--- src/rtl/mul_div_seq_pkg.sv ---
// mul_div_seq_pkg: shared constants, ALU op encodings and FSM states for mul_div_seq
package mul_div_seq_pkg;
  localparam int WIDTH = 16;
  localparam int CNT_W = $clog2(WIDTH);
  localparam logic [2:0] ALU_AND = 3'b000;
  localparam logic [2:0] ALU_OR  = 3'b001;
  localparam logic [2:0] ALU_ADD = 3'b010;
  localparam logic [2:0] ALU_SLT = 3'b111;
  localparam logic OP_MUL = 1'b0;
  localparam logic OP_DIV = 1'b1;
  typedef enum logic [1:0] {IDLE, RUN, DONE} state_t;
endpackage

--- src/rtl/mul_div_seq_if.sv ---
// mul_div_seq_if: request/result handshake plus shared-ALU port bundle for mul_div_seq
interface mul_div_seq_if;
  import mul_div_seq_pkg::*;
  logic             start;
  logic             op;
  logic [WIDTH-1:0] a;
  logic [WIDTH-1:0] b;
  logic             ready;
  logic             busy;
  logic             done;
  logic [WIDTH-1:0] hi;
  logic [WIDTH-1:0] lo;
  logic             div_zero;
  logic [WIDTH-1:0] alu_a;
  logic [WIDTH-1:0] alu_b;
  logic             alu_b_negate;
  logic [2:0]       alu_op;
  logic [WIDTH-1:0] alu_result;
  logic             alu_carry_out;
  modport master (
    output start, op, a, b, alu_result, alu_carry_out,
    input  ready, busy, done, hi, lo, div_zero, alu_a, alu_b, alu_b_negate, alu_op
  );
  modport slave (
    input  start, op, a, b, alu_result, alu_carry_out,
    output ready, busy, done, hi, lo, div_zero, alu_a, alu_b, alu_b_negate, alu_op
  );
endinterface

--- src/rtl/mul_div_seq.sv ---
// mul_div_seq: bit-serial 16x16 multiply / 16/16 restoring divide on a shared ALU; divide enabled by MULDIV_DIV_EN
module mul_div_seq
  import mul_div_seq_pkg::*;
(
  input logic         clock,
  input logic         resetn,
  mul_div_seq_if.slave bus
);
  state_t           state, state_n;
  logic [WIDTH-1:0] hi, hi_n, lo, lo_n, m, m_n;
  logic [CNT_W-1:0] cnt, cnt_n;
  logic             dz, dz_n;
  logic [WIDTH:0]   s;
`ifdef MULDIV_DIV_EN
  logic [WIDTH-1:0] d, d_n, t;
  logic             op_q, op_n, ok;
`endif
  assign s = {bus.alu_carry_out, bus.alu_result};
`ifdef MULDIV_DIV_EN
  assign t  = {hi[WIDTH-2:0], lo[WIDTH-1]};
  assign ok = hi[WIDTH-1] | bus.alu_carry_out;
`endif
  assign bus.ready    = state == IDLE;
  assign bus.busy     = state == RUN;
  assign bus.done     = state == DONE;
  assign bus.hi       = hi;
  assign bus.lo       = lo;
  assign bus.div_zero = dz;
  assign bus.alu_op   = ALU_ADD;
  // state and datapath registers; reset abandons any operation in flight
  always_ff @(posedge clock) begin
    if (!resetn) begin
      state <= IDLE;
      hi    <= '0;
      lo    <= '0;
      m     <= '0;
      cnt   <= '0;
      dz    <= 1'b0;
`ifdef MULDIV_DIV_EN
      d     <= '0;
      op_q  <= OP_MUL;
`endif
    end else begin
      state <= state_n;
      hi    <= hi_n;
      lo    <= lo_n;
      m     <= m_n;
      cnt   <= cnt_n;
      dz    <= dz_n;
`ifdef MULDIV_DIV_EN
      d     <= d_n;
      op_q  <= op_n;
`endif
    end
  end
  // next state, one shift/add or shift/subtract step per RUN cycle, and ALU drive
  always_comb begin
    state_n          = state;
    hi_n             = hi;
    lo_n             = lo;
    m_n              = m;
    cnt_n            = cnt;
    dz_n             = dz;
`ifdef MULDIV_DIV_EN
    d_n              = d;
    op_n             = op_q;
`endif
    bus.alu_a        = '0;
    bus.alu_b        = '0;
    bus.alu_b_negate = 1'b0;
    case (state)
      IDLE: if (bus.start) begin
        state_n = RUN;
        cnt_n   = CNT_W'(WIDTH - 1);
        m_n     = bus.a;
        hi_n    = '0;
        lo_n    = bus.b;
        dz_n    = 1'b0;
`ifdef MULDIV_DIV_EN
        op_n    = bus.op;
        d_n     = bus.b;
        if (bus.op == OP_DIV) begin
          lo_n = bus.a;
          if (bus.b == '0) begin
            state_n = DONE;
            hi_n    = bus.a;
            lo_n    = '1;
            dz_n    = 1'b1;
          end
        end
`else
        if (bus.op == OP_DIV) begin
          state_n = DONE;
          lo_n    = '0;
          dz_n    = 1'b1;
        end
`endif
      end
      RUN: begin
        cnt_n   = cnt - 1'b1;
        state_n = cnt == '0 ? DONE : RUN;
`ifdef MULDIV_DIV_EN
        if (op_q == OP_DIV) begin
          bus.alu_a        = t;
          bus.alu_b        = d;
          bus.alu_b_negate = 1'b1;
          hi_n             = ok ? bus.alu_result : t;
          lo_n             = {lo[WIDTH-2:0], ok};
        end else
`endif
        begin
          bus.alu_a = hi;
          bus.alu_b = lo[0] ? m : '0;
          hi_n      = s[WIDTH:1];
          lo_n      = {s[0], lo[WIDTH-1:1]};
        end
      end
      DONE: state_n = IDLE;
      default: state_n = IDLE;
    endcase
  end
endmodule

--- src/flat_wrapper.sv ---
// flat-port wrapper written by rule: the top's interface ports become plain ports
module mul_div_seq_flat import mul_div_seq_pkg::*;
  (clock, resetn, bus_start, bus_op, bus_a, bus_b, bus_alu_result, bus_alu_carry_out, bus_ready, bus_busy, bus_done, bus_hi, bus_lo, bus_div_zero, bus_alu_a, bus_alu_b, bus_alu_b_negate, bus_alu_op);
  mul_div_seq_if bus_i ();
  input logic clock;
  input logic resetn;
  input wire logic [$bits(bus_i.start)-1:0] bus_start;
  input wire logic [$bits(bus_i.op)-1:0] bus_op;
  input wire logic [$bits(bus_i.a)-1:0] bus_a;
  input wire logic [$bits(bus_i.b)-1:0] bus_b;
  input wire logic [$bits(bus_i.alu_result)-1:0] bus_alu_result;
  input wire logic [$bits(bus_i.alu_carry_out)-1:0] bus_alu_carry_out;
  output wire logic [$bits(bus_i.ready)-1:0] bus_ready;
  output wire logic [$bits(bus_i.busy)-1:0] bus_busy;
  output wire logic [$bits(bus_i.done)-1:0] bus_done;
  output wire logic [$bits(bus_i.hi)-1:0] bus_hi;
  output wire logic [$bits(bus_i.lo)-1:0] bus_lo;
  output wire logic [$bits(bus_i.div_zero)-1:0] bus_div_zero;
  output wire logic [$bits(bus_i.alu_a)-1:0] bus_alu_a;
  output wire logic [$bits(bus_i.alu_b)-1:0] bus_alu_b;
  output wire logic [$bits(bus_i.alu_b_negate)-1:0] bus_alu_b_negate;
  output wire logic [$bits(bus_i.alu_op)-1:0] bus_alu_op;
  assign bus_i.start = bus_start;
  assign bus_i.op = bus_op;
  assign bus_i.a = bus_a;
  assign bus_i.b = bus_b;
  assign bus_i.alu_result = bus_alu_result;
  assign bus_i.alu_carry_out = bus_alu_carry_out;
  assign bus_ready = bus_i.ready;
  assign bus_busy = bus_i.busy;
  assign bus_done = bus_i.done;
  assign bus_hi = bus_i.hi;
  assign bus_lo = bus_i.lo;
  assign bus_div_zero = bus_i.div_zero;
  assign bus_alu_a = bus_i.alu_a;
  assign bus_alu_b = bus_i.alu_b;
  assign bus_alu_b_negate = bus_i.alu_b_negate;
  assign bus_alu_op = bus_i.alu_op;
  mul_div_seq u_core (.clock(clock), .resetn(resetn), .bus(bus_i));
endmodule
--- config.mk ---
export PLATFORM = sky130hd
export DESIGN_NAME = mul_div_seq_flat
export DESIGN_NICKNAME = d
export VERILOG_FILES = /design/src/rtl/mul_div_seq_pkg.sv /design/src/rtl/mul_div_seq_if.sv /design/src/rtl/mul_div_seq.sv /design/src/flat_wrapper.sv
export SDC_FILE = /design/constraint.sdc
export NUM_CORES = 1
export LEC_CHECK = 0
export ABC_CLOCK_PERIOD_IN_PS = 2770
export CORE_MARGIN = 3
export CORE_UTILIZATION = 44
export DETAILED_ROUTE_END_ITERATION = 10
export PLACE_DENSITY = 0.86
export SLEW_MARGIN = 20
export SYNTH_ARGS = -nofsm -noshare
export SYNTH_HDL_FRONTEND = slang
export SYNTH_SLANG_ARGS = --single-unit
--- constraint.sdc ---
create_clock -name clock -period 2.77 [get_ports clock]
set_clock_uncertainty 0.05 [all_clocks]
set_input_delay 0.277 -clock clock [delete_from_list [all_inputs] [get_ports clock]]
set_output_delay 0.277 -clock clock [all_outputs]
set_load 0.02 [all_outputs]
==> impl_metrics.toml <==
[outcome]
outcome = "finished clean"

[sta]
finalCriticalPeriod_ns = 2.35
rsz0062_at_grt = "no"
report.final.slew_viol_count = 0
final-setup-viol-count = 0
timing.fmax_mhz = 425
setup_ws_ns = 0.419
fin_crit_sh = 0.849
worstMarginPinSlew_ns = 0.721
hold_viol_final = 0
setup_tns_ns = 0
slew-limit-headroom = 0.519

[yosys]
ys_warn_count = 0
syn_area_mm2 = 0.00260
synth-edff-count = 0
synth_cell_type_count = 33
synthTopCellsByArea = "dfxtp_1, mux2i_1, nor2_1"
async_flop_share = 0
postSynthAreaPerCell_um2 = 9.27
syn-instance-count = 280
synth-main-ff-cell = "dfxtp_1"
synth_top_area_cell = "dfxtp_1"
ys_seq_area_frac = 0.424
synth-seq-cells = 55
netlist.area_leader.share = 0.424

[place]
place_ws_ns = 0.721
port_buffers = 120
dpl.hpwl_um = 4700
gp_congestion = 0.741
place_area_mm2 = 0.00375
dp_cells = 451

[layout]
post-route-util = 0.686
seqCellArea_mm2 = 0.00110
antennaDiodeCount = 0
layout_common_cells = "clkdlybuf4s50_1, dfxtp_1, nor2_1, a21oi_1"
multiInputGateArea_mm2 = 0.00130
finish.instance_area_mm2 = 0.00384
nets = 440
drive_gt1_frac = 0.0698
area_growth_pct = 48.1
nFillCells = 470
final_common_cell = "clkdlybuf4s50_1"
fin_cells = 459

[cts]
worstSkewPairLatency_ns = 0.30
cts_setup_buffers = 0
tritoncts = "yes"
cts_buffers = 5
ctsResizeCount = 0
cts.htree.levels = 2
clkSlewWorstSetupHoldPaths_ns = 0.10
clock_sinks = 55
cts-root-buf = "clkbuf_8"
clk_path_buf_depth = 2
cts_hold_buf = 0

[grt]
grt_max_degree = 53
grt_pass1_wl_um = 11300
overflow = 0
grt_use_total = 0.194
antenna_found_initial = 0
grt_pass1_vias = 2337

[power_and_ir_drop]
max-vdd-ir-drop_v = 0.000295
p_leak_nw = 1.54
power_density_mw_per_mm2 = 468

[hold_path]
min_path_type = "reg2reg"

[worst_setup_path]
slowest_stage = "clkdlybuf4s50_1"
worst_setup_path_end_kind = "output pin"
cp.required_ns = 2.44
arrival_ns = 2.02
critPathKind = "reg2out"
reg2reg_setup_slack_ns = 0.96
startpoint_type = "register"
crit_fanout = 52
worst_path_largest_cell_delay_ns = 0.60
path_buf_inv = 2
critical_path.top_delay_family = "buffers and inverters"
worstPathCellList = "nor2b_2 -> buf_4 -> and3_1 -> clkdlybuf4s50_1"

[routing]
wl_met1_um = 3010
wl_per_cell_um = 14.7
ant_nets = 0
drt-total-wl_um = 6730
routed.top_layer = "met4"
route.met3.wl_um = 454
drc = 0
drt_pre_antenna_iters = 5
drt_iter0_markers = 119
vias_per_cell = 5.15
wl_met2_um = 3200
num_vias = 2364

[floorplan]
num_rows = 27
initial_core_util = 0.463
coreArea_mm2 = 0.00561
die_h_um = 82.8
dieWidth_um = 82.8
pin_count = 125
dieArea_mm2 = 0.00686

[run]
cap_viol_max_count = 0
-- registers in the layout, summed over array words and instances, names as in the netlist --
signal,cells
u_core.state,2
u_core.cnt,4
u_core.bus.hi,16
u_core.bus.div_zero,1
u_core.bus.lo,16
u_core.m,16
-- worst min-delay path, delay by kind of cell, from the launching register on --
kind	cells	cell delay, ns
flops	1	0.33
mux	1	0.06
simple gates	1	0.07
-- per-stage QoR --
| stage | power, mW | hold slack [ns] |
|---|---|---|
| final | 1.80 | 0.446 |
| after global routing | 1.89 | 0.481 |
| after CTS | 1.82 | 0.452 |
| after detailed placement | 1.36 | 0.431 |
| after global placement | 1.35 | 0.420 |
| after floorplan | 1.18 | 0.374 |
-- cell usage after synthesis, types with 2 or more instances --
cell and n:
a21oi_1 19, dfxtp_1 55, or3b_2 2, buf_2 9
mux2i_1 18, buf_4 6, inv_1 2, a22oi_1 17
and3_1 16, nor2_1 37, buf_6 5, o221a_1 9
o221a_2 7, conb_1 2, clkbuf_1 7, nor2b_1 19
clkbuf_2 2, and2_1 16, nand2b_1 18
-- cell families (layout without fill, tap and decap cells) --
| group | after synthesis | after routing | share of synthesized area |
|---|---|---|---|
| multiplexers | 18 | 18 | 0.0694 |
| other | 2 | 4 | 0.00289 |
| AND/OR/NAND/NOR | 112 | 112 | 0.238 |
| XOR/XNOR | 1 | 1 | 0.00337 |
| flip-flops | 55 | 55 | 0.424 |
| buffers and inverters | 33 | 138 | 0.0824 |
| adder cells (fa/ha/maj) | 1 | 1 | 0.00482 |
| AO/OA/AOI/OAI | 58 | 58 | 0.175 |
-- cell type report --
type,instances,area share
inverter,3,0.00293
multi-input combinational,194,0.337
tap,72,0.0234
sequential,55,0.286
timing repair buffer,127,0.326
clock buffer,5,0.0179
clock inverter,3,0.00586
-- worst paths after layout --
check / depth (start not counted) / endpoint / start
max reg2reg: 4 / u_core.cnt[2] / u_core.state[1]
min: 2 / u_core.m[6] / u_core.m[6]
max: 4 / bus_alu_b[0] / u_core.state[0]
min reg2reg: 2 / u_core.m[6] / u_core.m[6]
-- power by group --
part,internal (mW),switching (mW)
clock network,0.184,0.270
registers,0.851,0.0468
logic,0.237,0.211
total,1.27,0.527
-- per-layer routing --
layer  GRT usage  vias up
li1            -     1172
met1       0.246     1110
met4      0.0431        0
met5           0        -
met3      0.0645        4
met2       0.319       78
No activity file was read; power rests on OpenSTA's default activity.
